--- config.mk ---
export PLATFORM = sky130hd
export DESIGN_NAME = envelope_shaper
export DESIGN_NICKNAME = d
export VERILOG_FILES = /design/src/rtl/envelope_pkg.sv /design/src/rtl/dffr.sv /design/src/rtl/dffre.sv /design/src/rtl/env_scaler.sv /design/src/rtl/envelope_shaper.sv
export SDC_FILE = /design/constraint.sdc
export NUM_CORES = 1
export LEC_CHECK = 0
export ABC_AREA = 1
export CORE_ASPECT_RATIO = 1.75
export CORE_MARGIN = 10
export CORE_UTILIZATION = 61
export DETAILED_ROUTE_END_ITERATION = 10
export GPL_ROUTABILITY_DRIVEN = 0
export PLACE_DENSITY = 0.93
export REMOVE_ABC_BUFFERS = 1
export SYNTH_ARGS = -nofsm -noshare
export SYNTH_HDL_FRONTEND = slang
export SYNTH_HIERARCHICAL = 1
export SYNTH_SLANG_ARGS = --single-unit
--- constraint.sdc ---
create_clock -name clk -period 15.65 [get_ports clk]
set_input_delay 3.13 -clock clk [delete_from_list [all_inputs] [get_ports clk]]
set_output_delay 3.13 -clock clk [all_outputs]
set_load 0.05 [all_outputs]
--- src/rtl/envelope_pkg.sv ---
// Shared definitions for the envelope shaper: state encoding and the
// default attack/decay/sustain/release constants.
package envelope_pkg;

  typedef enum logic [2:0] {
    ST_IDLE    = 3'd0,
    ST_ATTACK  = 3'd1,
    ST_DECAY   = 3'd2,
    ST_SUSTAIN = 3'd3,
    ST_RELEASE = 3'd4
  } env_state_e;

  localparam logic [7:0] DEF_ATTACK_STEP   = 8'd32;
  localparam logic [7:0] DEF_DECAY_STEP    = 8'd8;
  localparam logic [7:0] DEF_SUSTAIN_LEVEL = 8'd192;
  localparam logic [7:0] DEF_RELEASE_STEP  = 8'd16;
  localparam logic [7:0] LEVEL_FULL        = 8'd255;

endpackage

--- src/rtl/dffr.sv ---
// Codebase flip-flop: synchronous active-high reset, no enable.
// Ports: clk, reset, d (WIDTH), q (WIDTH).
module dffr #(
  parameter int WIDTH = 1,
  parameter logic [WIDTH-1:0] RESET_VALUE = '0
) (
  input  logic             clk,
  input  logic             reset,
  input  logic [WIDTH-1:0] d,
  output logic [WIDTH-1:0] q
);

  always_ff @(posedge clk) begin
    if (reset) q <= RESET_VALUE;
    else       q <= d;
  end

endmodule

--- src/rtl/dffre.sv ---
// Codebase flip-flop: synchronous active-high reset with load enable.
// Reset wins over enable.
// Ports: clk, reset, en, d (WIDTH), q (WIDTH).
module dffre #(
  parameter int WIDTH = 1,
  parameter logic [WIDTH-1:0] RESET_VALUE = '0
) (
  input  logic             clk,
  input  logic             reset,
  input  logic             en,
  input  logic [WIDTH-1:0] d,
  output logic [WIDTH-1:0] q
);

  always_ff @(posedge clk) begin
    if (reset)   q <= RESET_VALUE;
    else if (en) q <= d;
  end

endmodule

--- src/rtl/env_scaler.sv ---
// Registered envelope multiply: scaled = (sample * {0,level}) >>> 8.
// Ports: clk, reset, sample[15:0] (signed), level[7:0], valid in;
//        scaled[15:0] (signed, held between pulses), scaled_valid out.
module env_scaler (
  input  logic        clk,
  input  logic        reset,
  input  logic [15:0] sample,
  input  logic [7:0]  level,
  input  logic        valid,
  output logic [15:0] scaled,
  output logic        scaled_valid
);

  // 16x9 signed product needs 25 bits; the level is zero-extended so it
  // always acts as a non-negative gain.
  logic signed [24:0] product;
  logic        [15:0] shifted;

  always_comb begin
    product = $signed(sample) * $signed({1'b0, level});
    shifted = product[23:8];
  end

  // Data only loads on a valid pulse so the output holds between samples.
  dffre #(.WIDTH(16)) u_data (
    .clk(clk), .reset(reset), .en(valid), .d(shifted), .q(scaled)
  );

  dffr #(.WIDTH(1)) u_valid (
    .clk(clk), .reset(reset), .d(valid), .q(scaled_valid)
  );

endmodule

--- src/rtl/envelope_shaper.sv ---
// ADSR envelope generator plus sample scaler.
// Ports: clk, reset (sync, active high), play_enable, note_start,
//        note_done, beat, sample_in[15:0], sample_in_ready;
//        sample_out[15:0], new_sample_ready, env_level[7:0], env_state[2:0].
//
// Handshake: there is no backpressure. sample_in is valid only in a cycle
// with sample_in_ready=1; exactly one cycle later new_sample_ready pulses
// for one cycle with the scaled sample on sample_out, which then holds.
module envelope_shaper
  import envelope_pkg::*;
#(
  parameter logic [7:0] ATTACK_STEP   = DEF_ATTACK_STEP,
  parameter logic [7:0] DECAY_STEP    = DEF_DECAY_STEP,
  parameter logic [7:0] SUSTAIN_LEVEL = DEF_SUSTAIN_LEVEL,
  parameter logic [7:0] RELEASE_STEP  = DEF_RELEASE_STEP
) (
  input  logic        clk,
  input  logic        reset,
  input  logic        play_enable,
  input  logic        note_start,
  input  logic        note_done,
  input  logic        beat,
  input  logic [15:0] sample_in,
  input  logic        sample_in_ready,
  output logic [15:0] sample_out,
  output logic        new_sample_ready,
  output logic [7:0]  env_level,
  output logic [2:0]  env_state
);

  logic [2:0] state_q;
  logic [2:0] state_d;
  logic [7:0] level_q;
  logic [7:0] level_d;
  env_state_e state_cur;

  // 9-bit arithmetic so overflow/underflow shows up in bit 8.
  logic [8:0] attack_sum;
  logic [8:0] decay_diff;
  logic [8:0] release_diff;

  always_comb begin
    state_cur    = env_state_e'(state_q);
    attack_sum   = {1'b0, level_q} + {1'b0, ATTACK_STEP};
    decay_diff   = {1'b0, level_q} - {1'b0, DECAY_STEP};
    release_diff = {1'b0, level_q} - {1'b0, RELEASE_STEP};

    state_d = state_q;
    level_d = level_q;

    // note_start keeps the current level so a retrigger does not click.
    if (note_start) begin
      state_d = ST_ATTACK;
    end else if (note_done && (state_cur == ST_ATTACK ||
                               state_cur == ST_DECAY ||
                               state_cur == ST_SUSTAIN)) begin
      state_d = ST_RELEASE;
    end else if (beat) begin
      case (state_cur)
        ST_ATTACK: begin
          if (attack_sum >= {1'b0, LEVEL_FULL}) begin
            level_d = LEVEL_FULL;
            state_d = ST_DECAY;
          end else begin
            level_d = attack_sum[7:0];
          end
        end
        ST_DECAY: begin
          if (decay_diff[8] || decay_diff[7:0] <= SUSTAIN_LEVEL) begin
            level_d = SUSTAIN_LEVEL;
            state_d = ST_SUSTAIN;
          end else begin
            level_d = decay_diff[7:0];
          end
        end
        ST_RELEASE: begin
          if (release_diff[8] || release_diff[7:0] == 8'd0) begin
            level_d = 8'd0;
            state_d = ST_IDLE;
          end else begin
            level_d = release_diff[7:0];
          end
        end
        ST_IDLE:    level_d = 8'd0;
        default:    level_d = level_q;
      endcase
    end
  end

  // play_enable low freezes the whole envelope machine.
  dffre #(.WIDTH(3), .RESET_VALUE(3'(ST_IDLE))) u_state (
    .clk(clk), .reset(reset), .en(play_enable), .d(state_d), .q(state_q)
  );

  dffre #(.WIDTH(8)) u_level (
    .clk(clk), .reset(reset), .en(play_enable), .d(level_d), .q(level_q)
  );

  // The sample path runs whether or not play_enable is set.
  env_scaler u_scaler (
    .clk(clk),
    .reset(reset),
    .sample(sample_in),
    .level(level_q),
    .valid(sample_in_ready),
    .scaled(sample_out),
    .scaled_valid(new_sample_ready)
  );

  assign env_level = level_q;
  assign env_state = state_q;

endmodule
==> reports/metrics.yaml, run 1 <==
floorplan:
  die_y_um: 158
  coreArea_um2: 10700
  die_w_um: 99.1
  die_area_um2: 15700
  std_cell_rows: 50
  io_pins: 51
  start_util_pct: 62.5
setup_path:
  cp.arrival_ps: 7950
  rr_endpoint: "u_scaler/u_data/q[15]"
  reg2reg_depth: 21
  r2r_slack_ps: 10380
  reg2reg_from: "u_level/q[0]"
  crit_type: "primary input to flip-flop"
  critPathMaxFanout: 8
  end_kind: "flip-flop"
  critPathLaunchType: "primary input"
  cp.required_ps: 15860
logic_synthesis:
  synth_cell_types: 32
  synth_simple_gate_area_share_pct: 28.1
  synthCells: 1012
  muxShareOfSynthArea_pct: 0
  ys_warn_count: 6
  synth-compound-area-share_pct: 3.61
  avgSynthCellArea_um2: 6.61
  syn_area_um2: 6690
  synth_seq_cells: 28
  synthAdderAreaFrac_pct: 39.2
  yosysSeqAreaShare_pct: 8.38
  synth_top_family_by_area: "adder cells"
  yosys.area_share.xor_xnor_pct: 1.83
routing:
  wl_met2_um: 9010
  vias: 6108
  wirelength_um: 16400
  drt-initial-drc-count: 287
  wl_met3_um: 877
  wl_per_cell_um: 14.1
  vias_per_cell: 5.24
  first_pass_iters: 5
  ant_nets: 0
  drc: 0
  met1_length_um: 5690
  maxUsedRoutingLayer: "met4"
run:
  cap_violations: 0
place:
  dp_hpwl_um: 13400
  pre_cts_ws_ps: 7630
  port_buffers: 50
  dp_cells: 1162
timing:
  min_period_over_period_pct: 49.5
  layout_setup_ws_ps: 7910
  max_freq_ghz: 0.129
  slew_headroom_pct: 28.1
  tightest_slew_ps: 1080
  slew_violations: 0
  fin_skew_ps: 10.7
  rsz0062_at_grt: "no"
  hold_violations: 0
  fin_setup_tns_ps: 0
  fin_crit_ps: 7740
  setup_viol: 0
global_route:
  grt_pass1_vias: 6475
  grt_pass1_wl_um: 28500
  grt-ovfl-total: 0
  antenna_found_initial: 0
  grt_usage_pct: 21.6
  grt_max_degree: 34
power:
  leakagePower_nw: 4.48
  comb_power_share_pct: 71.5
  pwr_density_cell_nw_per_um2: 82.4
  p_clk_share_pct: 13.1
  internal-power_w: 0.000286
  seqPwrFrac_pct: 15.4
  power_w: 0.000603
  peakVddDrop_uv: 70.4
  p_sw_share_pct: 52.6
  p_switching_w: 0.000317
cells_and_area:
  layout-drive-gt1-share_pct: 3.09
  final_common_cell: "nand2_1"
  mostFrequentLayoutCells: "288 x nand2_1, 283 x inv_1, 99 x fa_1, 83 x nor2_1, 51 x ha_1"
  fin_cells: 1166
  diodes: 0
  nets: 1210
  syn_to_final_growth_pct: 9.45
worst_hold_path:
  min-delay-start: "u_scaler/u_data/q[11]"
  holdPathEnd: "u_scaler/u_data/q[11]"
  min_path_type: "flip-flop to flip-flop"
  hold_depth: 2
clocking:
  postCtsSetupBuffers: 0
  cts.clk_slew.worst_paths_ps: 70
  cts_tree: "done"
  clockRootBuffer: "clkbuf_16"
  clock_latency_ps: 280
  clkSinkCount: 28
  cts_hold_buf: 0
  cts_made_buffers: 3
  htreeDepth: 1
  clock_path_buffers: 2
  cts_resized: 0
outcome:
  status: "completed"
-- kinds of logic after synthesis --
family,after synthesis
flip-flops,28
AO/OA/AOI/OAI,42
buffers and inverters,325
adder cells (fa/ha/maj),150
AND/OR/NAND/NOR,453
XOR/XNOR,14
-- area by class of cell --
type	instances	area, µm²
tap	130	163
timing repair buffer	55	538
clock buffer	3	75.1
fill	850	3380
clock inverter	1	30.0
inverter	290	1090
sequential	28	561
multi-input combinational	659	4860
-- Yosys cell counts, drive strengths merged --
| cell type | number | area [µm²] |
|---|---|---|
| o21a | 3 | 22.5 |
| a21o | 2 | 15.0 |
| ha | 51 | 638 |
| a21boi | 2 | 15.0 |
| clkbuf | 29 | 110 |
| nand3 | 43 | 215 |
| fa | 99 | 1980 |
| xnor2 | 5 | 43.8 |
| nor3 | 4 | 20.0 |
| buf | 6 | 63.8 |
| nor2 | 94 | 395 |
| a21oi | 19 | 95.1 |
| o21bai | 5 | 37.5 |
| or2 | 1 | 6.26 |
| a31oi | 1 | 6.26 |
| dfxtp | 28 | 561 |
| clkinv | 5 | 18.8 |
| xor2 | 9 | 78.8 |
| o21ai | 10 | 50.0 |
| nand4 | 12 | 75.1 |
| nand3b | 1 | 7.51 |
| inv | 285 | 1070 |
| nand2 | 298 | 1160 |
-- how the worst max path moves through the flow --
stage / startpoint / endpoint / depth (start not counted)
finish: sample_in[15] / u_scaler/u_data/q[13] / 24
global route: sample_in[15] / u_scaler/u_data/q[15] / 22
CTS: sample_in[15] / u_scaler/u_data/q[13] / 24
detailed placement: sample_in[15] / u_scaler/u_data/q[13] / 24
global placement: sample_in[15] / u_scaler/u_data/q[13] / 24
floorplan: sample_in[15] / u_scaler/u_data/q[15] / 21
-- power groups by stage --
stage	clock (W)	sequential, W	combinational [W]
global placement	0	0.0000939	0.000407
detailed placement	0	0.0000944	0.000424
finish	0.0000790	0.0000927	0.000431
global route	0.0000843	0.0000944	0.000494
floorplan	0	0.000132	0.000275
CTS	0.0000801	0.0000927	0.000428
-- sequential cells by signal (all words and copies together) (netlist names) --
| name | flops |
|---|---|
| u_scaler/u_data/q | 16 |
| u_scaler/u_valid/q | 1 |
| u_level/q | 8 |
| u_state/q | 3 |
-- layer usage --
metal | track usage, % | up-vias
met1 | 21.4 | 2839
met5 | 0 | -
met4 | 11.7 | 0
met3 | 3.69 | 76
met2 | 41.2 | 256
li1 | - | 2937
-- worst max-delay path, stage by stage --
cell and delay [ps]:
clkdlybuf4s50_1 520, nand2_1 180, inv_1 100, fa_1 650, inv_1 110, fa_1 550, inv_1 60, fa_1 520
inv_1 50, fa_1 540, inv_1 50, ha_1 360, nand2_1 120, nor2_1 210, nand2_1 80, clkinv_1 60
nand4_1 170, nand3_1 140, nand2_1 50, nand2_1 50, inv_1 40, nand2_1 50, nand2_1 80, nor2_1 90
-- through the flow --
| step | instance area [µm²] | hold slack [ps] | util, % |
|---|---|---|---|
| final | 7320 | 472 | 68.4 |
| after global routing | 7320 | 500 | 68.4 |
| after CTS | 7320 | 472 | 68.4 |
| after detailed placement | 7210 | 463 | 67.4 |
| after global placement | 7210 | 458 | 67.4 |
| after floorplan | 6510 | 689 | - |
Note: power is estimated with default switching activity, not from simulation.
==> run 2: changes to the inputs <==
--- a/config.mk
+++ b/config.mk
@@ -8,10 +8,10 @@
 export ABC_AREA = 1
 export CORE_ASPECT_RATIO = 1.75
 export CORE_MARGIN = 10
-export CORE_UTILIZATION = 61
+export CORE_UTILIZATION = 56
 export DETAILED_ROUTE_END_ITERATION = 10
 export GPL_ROUTABILITY_DRIVEN = 0
-export PLACE_DENSITY = 0.93
+export PLACE_DENSITY = 0.9
 export REMOVE_ABC_BUFFERS = 1
 export SYNTH_ARGS = -nofsm -noshare
 export SYNTH_HDL_FRONTEND = slang
==> constraint.sdc (replaced) <==
create_clock -name clk -period 6.9 [get_ports clk]
set_input_delay 1.38 -clock clk [delete_from_list [all_inputs] [get_ports clk]]
set_output_delay 1.38 -clock clk [all_outputs]
set_load 0.05 [all_outputs]
==> run 2 against run 1 <==
Effect of this change:
- count of clock-buffer cells in the layout grew 1
- worst setup slack worse by 7000 ps
- global-route usage is 1.7 points lower
- non-clock buffer count rose by 2
- highest routed layer unchanged
==> reports/metrics.yaml, run 2 (same netlist as run 1, synthesis figures left out) <==
outcome:
  status: "completed"
cells_and_area:
  n_fill_cell: 988  # +16%
  regMostFlops: "u_scaler/u_data/q"
  final_common_cell: "nand2_1"
  layout-drive-gt1-share_pct: 3.28  # +0.19 points
  fin_cells: 1173  # +0.60%
  diodes: 0  # unchanged
  mostFrequentLayoutCells: "288 x nand2_1, 283 x inv_1, 99 x fa_1, 83 x nor2_1, 51 x ha_1"
  top_regs: "u_scaler/u_data/q: 16 flops, u_level/q: 8 flops, u_state/q: 3 flops"
  largest_reg_flops: 16  # unchanged
  syn_to_final_growth_pct: 9.53  # about the same
  utilization_pct: 62.9  # -5.5 points
  nets: 1212  # +0.17%
timing:
  fin_crit_ps: 5990
  slew_headroom_pct: 31.2  # +3.1 points
  rsz0062_at_grt: "no"
  max_freq_ghz: 0.167
  slew_violations: 0  # unchanged
  min_period_over_period_pct: 86.8
  hold_violations: 0  # unchanged
  fin_skew_ps: 10.0  # -0.666 ps
  tightest_slew_ps: 1030  # -46.4 ps
  fin_setup_tns_ps: 0  # unchanged
  setup_viol: 0  # unchanged
power:
  comb_power_share_pct: 72.6  # +1.1 points
  p_sw_share_pct: 53.1  # +0.51 points
  pwr_density_cell_nw_per_um2: 180  # +120%
  p_clk_share_pct: 11.3  # -1.8 points
  seqPwrFrac_pct: 16.0  # +0.6 points
  peakVddDrop_uv: 120  # +71%
  leakagePower_nw: 4.48  # about the same
  power_w: 0.00132  # +120%
  internal-power_w: 0.000618  # +120%
  p_switching_w: 0.000699  # +120%
global_route:
  grt_pass1_wl_um: 27500  # -3.7%
  antenna_found_initial: 0  # unchanged
  grt_usage_pct: 19.9  # -1.7 points
  grt_pass1_vias: 6308  # -2.6%
  grt_max_degree: 34  # unchanged
  grt-ovfl-total: 0  # unchanged
routing:
  wirelength_um: 16100  # -1.7%
  drt-initial-drc-count: 259  # -9.8%
  vias_per_cell: 5.12  # -2.3%
  first_pass_iters: 6  # +1
  drc: 0  # unchanged
  wl_per_cell_um: 13.7  # -2.3%
  ant_nets: 0  # unchanged
  vias: 6004  # -1.7%
setup_path:
  crit_top_cell: "nand2_1"
  crit_slowest_cell: "fa_1"
  cp.arrival_ps: 6200  # -1750 ps
  critPathMaxFanout: 8  # unchanged
  end_kind: "flip-flop"
  crit_type: "primary input to flip-flop"
  timing.critical_path.cells: "clkdlybuf4s50_1 > nand2_1 > inv_1 > fa_1 > inv_1 > fa_1 > inv_1 > fa_1 > inv_1 > fa_1 > inv_1 > ha_1 > nand2_1 > nor2_1 > nand2_1 > clkinv_1 > nand4_1 > nand3_1 > nand2_1 > nand2_1 > inv_1 > nand2_1 > nand2_1 > nor2_1"
  cpPeakStageDelay_ps: 640  # about the same
  critPathLaunchType: "primary input"
  cp.required_ps: 7110  # -8750 ps
  crit_family: "adder cells"
  worst-path-buf-inv: 8  # unchanged
clocking:
  cts_resized: 0  # unchanged
  cts_tree: "done"
  clockRootBuffer: "clkbuf_16"
  clkSinkCount: 28  # unchanged
  cts_hold_buf: 0  # unchanged
  htreeDepth: 1  # unchanged
  cts.clk_slew.worst_paths_ps: 70  # about the same
  postCtsSetupBuffers: 0  # unchanged
  clock_latency_ps: 270  # about the same
  clock_path_buffers: 2  # unchanged
  cts_made_buffers: 3  # unchanged
place:
  port_buffers: 50  # unchanged
  dp_hpwl_um: 13300  # -0.88%
  dp_cells: 1169  # +0.60%
worst_hold_path:
  min_path_type: "flip-flop to flip-flop"
floorplan:
  die_area_um2: 16900  # +7.4%
  std_cell_rows: 52  # +4.0%
  start_util_pct: 57.4  # -5.1 points
  io_pins: 51  # unchanged
  die_y_um: 165  # +3.8%
  coreArea_um2: 11600  # +8.9%
  die_w_um: 103  # +3.5%
run:
  cap_violations: 0  # unchanged
[run 2: changes by cell type in the layout (fill, tap and decap cells not counted), sizes merged]
cell	delta
bufinv	-1
clkbuf	+1
buf	+2
[run 2: layer usage]
| layer | wire length [µm] | vias up | global-route usage [%] |
|---|---|---|---|
| met5 | 0 | - | 0 |
| met3 | 750 | 71 | 2.97 |
| li1 | - | 2941 | - |
| met1 | 5740 | 2772 | 19.7 |
| met4 | 891 | 0 | 11.4 |
| met2 | 8740 | 220 | 37.7 |
[run 2: worst min-delay path, stage by stage, from the launching register on]
cell	delay [ps]
dfxtp_1	310
nor2_1	80
nor2_1	50
[run 2: final timing paths]
kind | startpoint | end | slack (ps) | cells past startpoint
max | sample_in[15] | u_scaler/u_data/q[13] | 910 | 24
min | u_scaler/u_data/q[7] | u_scaler/u_data/q[7] | 470 | 2
max reg2reg | u_level/q[1] | u_scaler/u_data/q[13] | 1740 | 21
min reg2reg | u_scaler/u_data/q[7] | u_scaler/u_data/q[7] | 470 | 2
[run 2: per-stage QoR]
stage / setup WS, ps / hold WS (ps) / instance area [µm²]
2_1_floorplan: 1630 / 689 / 6510
5_1_grt: 518 / 498 / 7320
3_5_place_dp: 662 / 463 / 7230
3_3_place_gp: 753 / 459 / 7230
4_1_cts: 928 / 473 / 7320
6_report: 908 / 469 / 7320
[run 2: layout make-up]
class / instances / area [µm²] / area share [%]
multi-input combinational: 659 / 4860 / 66.4
inverter: 290 / 1090 / 14.9
sequential: 28 / 561 / 7.66
timing repair buffer: 57 / 553 / 7.55
tap: 135 / 169 / 2.31
clock buffer: 4 / 88.8 / 1.21
[run 2: power groups by stage]
| stage | combinational (W) | clock (W) | sequential [W] |
|---|---|---|---|
| 2_1_floorplan | 0.000624 | 0 | 0.000300 |
| 3_3_place_gp | 0.000915 | 0 | 0.000214 |
| 3_5_place_dp | 0.000944 | 0 | 0.000215 |
| 4_1_cts | 0.000953 | 0.000150 | 0.000211 |
| 5_1_grt | 0.00109 | 0.000158 | 0.000215 |
| 6_report | 0.000956 | 0.000149 | 0.000211 |
==> run 3: changes to the inputs <==
--- a/config.mk
+++ b/config.mk
@@ -8,10 +8,11 @@
 export ABC_AREA = 1
 export CORE_ASPECT_RATIO = 1.75
 export CORE_MARGIN = 10
-export CORE_UTILIZATION = 56
+export CORE_UTILIZATION = 61
 export DETAILED_ROUTE_END_ITERATION = 10
 export GPL_ROUTABILITY_DRIVEN = 0
-export PLACE_DENSITY = 0.9
+export GPL_TIMING_DRIVEN = 1
+export PLACE_DENSITY = 0.93
 export REMOVE_ABC_BUFFERS = 1
 export SYNTH_ARGS = -nofsm -noshare
 export SYNTH_HDL_FRONTEND = slang
==> constraint.sdc (replaced) <==
create_clock -name clk -period 6.7 [get_ports clk]
set_input_delay 1.34 -clock clk [delete_from_list [all_inputs] [get_ports clk]]
set_output_delay 1.34 -clock clk [all_outputs]
set_load 0.05 [all_outputs]
==> run 3 against run 2 <==
Effect of this change:
- non-clock buffer count is 1 higher
- clock power is 6% lower
- core utilization is 5.5 points higher
- sequential cell count stayed put
- critical path depth stayed put
- combinational power is 8% higher
- cell count is 0.43% lower
- clock skew is 0.99 ps higher
- highest routed layer unchanged
==> reports/metrics.yaml, run 3 (same netlist as run 1, synthesis figures left out) <==
global_route:
  grt_max_degree: 34  # unchanged
  grt_usage_pct: 22.3  # +2.4 points
  antenna_found_initial: 0  # unchanged
  grt_pass1_wl_um: 29200  # +6.4%
  grt_pass1_vias: 6468  # +2.5%
  grt-ovfl-total: 0  # unchanged
setup_path:
  crit_slowest_cell: "fa_1"
  end_kind: "flip-flop"
  r2r_slack_ps: 1510  # -230 ps
  crit_type: "primary input to flip-flop"
  reg2reg_depth: 21  # unchanged
  critPathMaxFanout: 8  # unchanged
  reg2reg_from: "u_level/q[2]"
  crit_family: "adder cells"
  rr_endpoint: "u_scaler/u_data/q[14]"
  crit_start: "sample_in[15]"
  cp.required_ps: 6910  # -200 ps
  timing.critical_path.cells: "clkdlybuf4s50_1 > nand2_1 > inv_1 > fa_1 > inv_1 > fa_1 > inv_1 > fa_1 > inv_1 > fa_1 > inv_1 > ha_1 > nand2_1 > nor2_1 > nand2_1 > clkinv_1 > nand4_1 > nand3_1 > nand2_1 > nand2_1 > inv_1 > nand2_1 > nand2_1 > nor2_1"
  cp.arrival_ps: 6250  # +50 ps
  path_depth: 24  # unchanged
  worst-path-buf-inv: 8  # unchanged
  crit_top_cell: "nand2_1"
  critPathLaunchType: "primary input"
  cpPeakStageDelay_ps: 660  # +20 ps
  crit_end: "u_scaler/u_data/q[13]"
worst_hold_path:
  min_path_type: "flip-flop to flip-flop"
routing:
  wl_met2_um: 9190  # +5.1%
  ant_nets: 0  # unchanged
  drt-initial-drc-count: 305  # +18%
  wirelength_um: 17000  # +5.3%
  vias_per_cell: 5.31  # +3.7%
  vias: 6201  # +3.3%
  met1_length_um: 5740  # about the same
  first_pass_iters: 6  # unchanged
  wl_met3_um: 981  # +31%
  wl_per_cell_um: 14.5  # +5.8%
  drc: 0  # unchanged
  maxUsedRoutingLayer: "met4"
floorplan:
  coreArea_um2: 10700  # -8.1%
  die_w_um: 99.1  # -3.4%
  start_util_pct: 62.5  # +5.1 points
  die_area_um2: 15700  # -6.9%
  io_pins: 51  # unchanged
  die_y_um: 158  # -3.7%
  std_cell_rows: 50  # -3.8%
cells_and_area:
  regMostFlops: "u_scaler/u_data/q"
  diodes: 0  # unchanged
  syn_to_final_growth_pct: 9.34
  n_fill_cell: 861  # -13%
  layout-drive-gt1-share_pct: 3.28  # unchanged
  fin_cells: 1168  # -0.43%
  top_regs: "u_scaler/u_data/q: 16 flops, u_level/q: 8 flops, u_state/q: 3 flops"
  mostFrequentLayoutCells: "288 x nand2_1, 283 x inv_1, 99 x fa_1, 83 x nor2_1, 51 x ha_1"
  nets: 1213  # +0.083%
  final_common_cell: "nand2_1"
  largest_reg_flops: 16  # unchanged
clocking:
  cts_resized: 0  # unchanged
  htreeDepth: 1  # unchanged
  cts_made_buffers: 3  # unchanged
  clkSinkCount: 28  # unchanged
  cts.clk_slew.worst_paths_ps: 60  # about the same
  cts_tree: "done"
  cts_hold_buf: 0  # unchanged
  clock_path_buffers: 2  # unchanged
  postCtsSetupBuffers: 0  # unchanged
  clockRootBuffer: "clkbuf_16"
  clock_latency_ps: 270  # about the same
timing:
  tightest_slew_ps: 1070  # +38.4 ps
  fin_crit_ps: 6050
  min_period_over_period_pct: 90.3
  setup_viol: 0  # unchanged
  fin_skew_ps: 11.0  # +0.991 ps
  fin_setup_tns_ps: 0  # unchanged
  layout_setup_ws_ps: 650  # -258 ps
  rsz0062_at_grt: "no"
  hold_violations: 0  # unchanged
  max_freq_ghz: 0.165
  whs_ps: 472  # +2.48 ps
  slew_headroom_pct: 28.6  # -2.6 points
  slew_violations: 0  # unchanged
place:
  dp_cells: 1165  # -0.34%
  pre_cts_ws_ps: 427  # -235 ps
  dp_hpwl_um: 13600  # +1.8%
  port_buffers: 50  # unchanged
outcome:
  status: "completed"
power:
  power_w: 0.00138  # +5.1%
  peakVddDrop_uv: 182  # +52%
  pwr_density_cell_nw_per_um2: 189  # +5.3%
  leakagePower_nw: 4.48  # about the same
run:
  cap_violations: 0  # unchanged
[run 3: changes by cell type in the layout (fill, tap and decap cells not counted), sizes merged]
cell    change
buf         +1
clkbuf      -1
[run 3: how the worst min path moves through the flow]
stage	start	end	cells past startpoint
2_1_floorplan	u_scaler/u_data/q[0]	u_scaler/u_data/q[0]	2
3_3_place_gp	u_scaler/u_data/q[7]	u_scaler/u_data/q[7]	2
6_report	u_scaler/u_data/q[7]	u_scaler/u_data/q[7]	2
5_1_grt	u_scaler/u_data/q[10]	u_scaler/u_data/q[10]	2
4_1_cts	u_scaler/u_data/q[7]	u_scaler/u_data/q[7]	2
3_5_place_dp	u_scaler/u_data/q[7]	u_scaler/u_data/q[7]	2
[run 3: final cells by class]
cell class | instances | area (µm²) | area share (%)
Sequential cell | 28 | 561 | 7.67
Tap cell | 130 | 163 | 2.23
Multi-Input combinational cell | 659 | 4860 | 66.5
Inverter | 290 | 1090 | 14.9
Timing Repair Buffer | 58 | 561 | 7.67
Clock buffer | 3 | 75.1 | 1.03
[run 3: power breakdown]
| part | switching [W] | leakage, nW | total [W] | internal [W] |
|---|---|---|---|---|
| Clock | 0.0000606 | 0.0370 | 0.000140 | 0.0000795 |
| Sequential | 0.0000237 | 0.232 | 0.000216 | 0.000192 |
| Combinational | 0.000667 | 4.21 | 0.00103 | 0.000361 |
| Total | 0.000752 | 4.48 | 0.00138 | 0.000633 |
[run 3: worst register-to-register path: stages, from the launching register on]
cell and delay [ps]:
dfxtp_1 900, nand2_1 200, fa_1 590, inv_1 60, fa_1 490, fa_1 510, inv_1 60, fa_1 530
inv_1 40, ha_1 390, a21oi_1 370, nor2_1 70, nor2_1 210, o21ai_1 100, nand2_1 130, nand3_1 80
nand2_1 60, nand2_1 40, inv_1 40, nand2_1 40, nand2_1 100, nor2_1 50
[run 3: metal layers]
| metal | GRT usage [%] | vias to the layer above |
|---|---|---|
| li1 | - | 2938 |
| met1 | 21.8 | 2900 |
| met2 | 41.9 | 266 |
| met3 | 3.34 | 97 |
| met4 | 14.9 | 0 |
| met5 | 0 | - |
[run 3: through the flow]
stage / cell area [µm²] / utilization, %
2_1_floorplan: 6510 / -
3_3_place_gp: 7230 / 67.6
3_5_place_dp: 7230 / 67.6
4_1_cts: 7310 / 68.3
5_1_grt: 7310 / 68.3
6_report: 7310 / 68.3
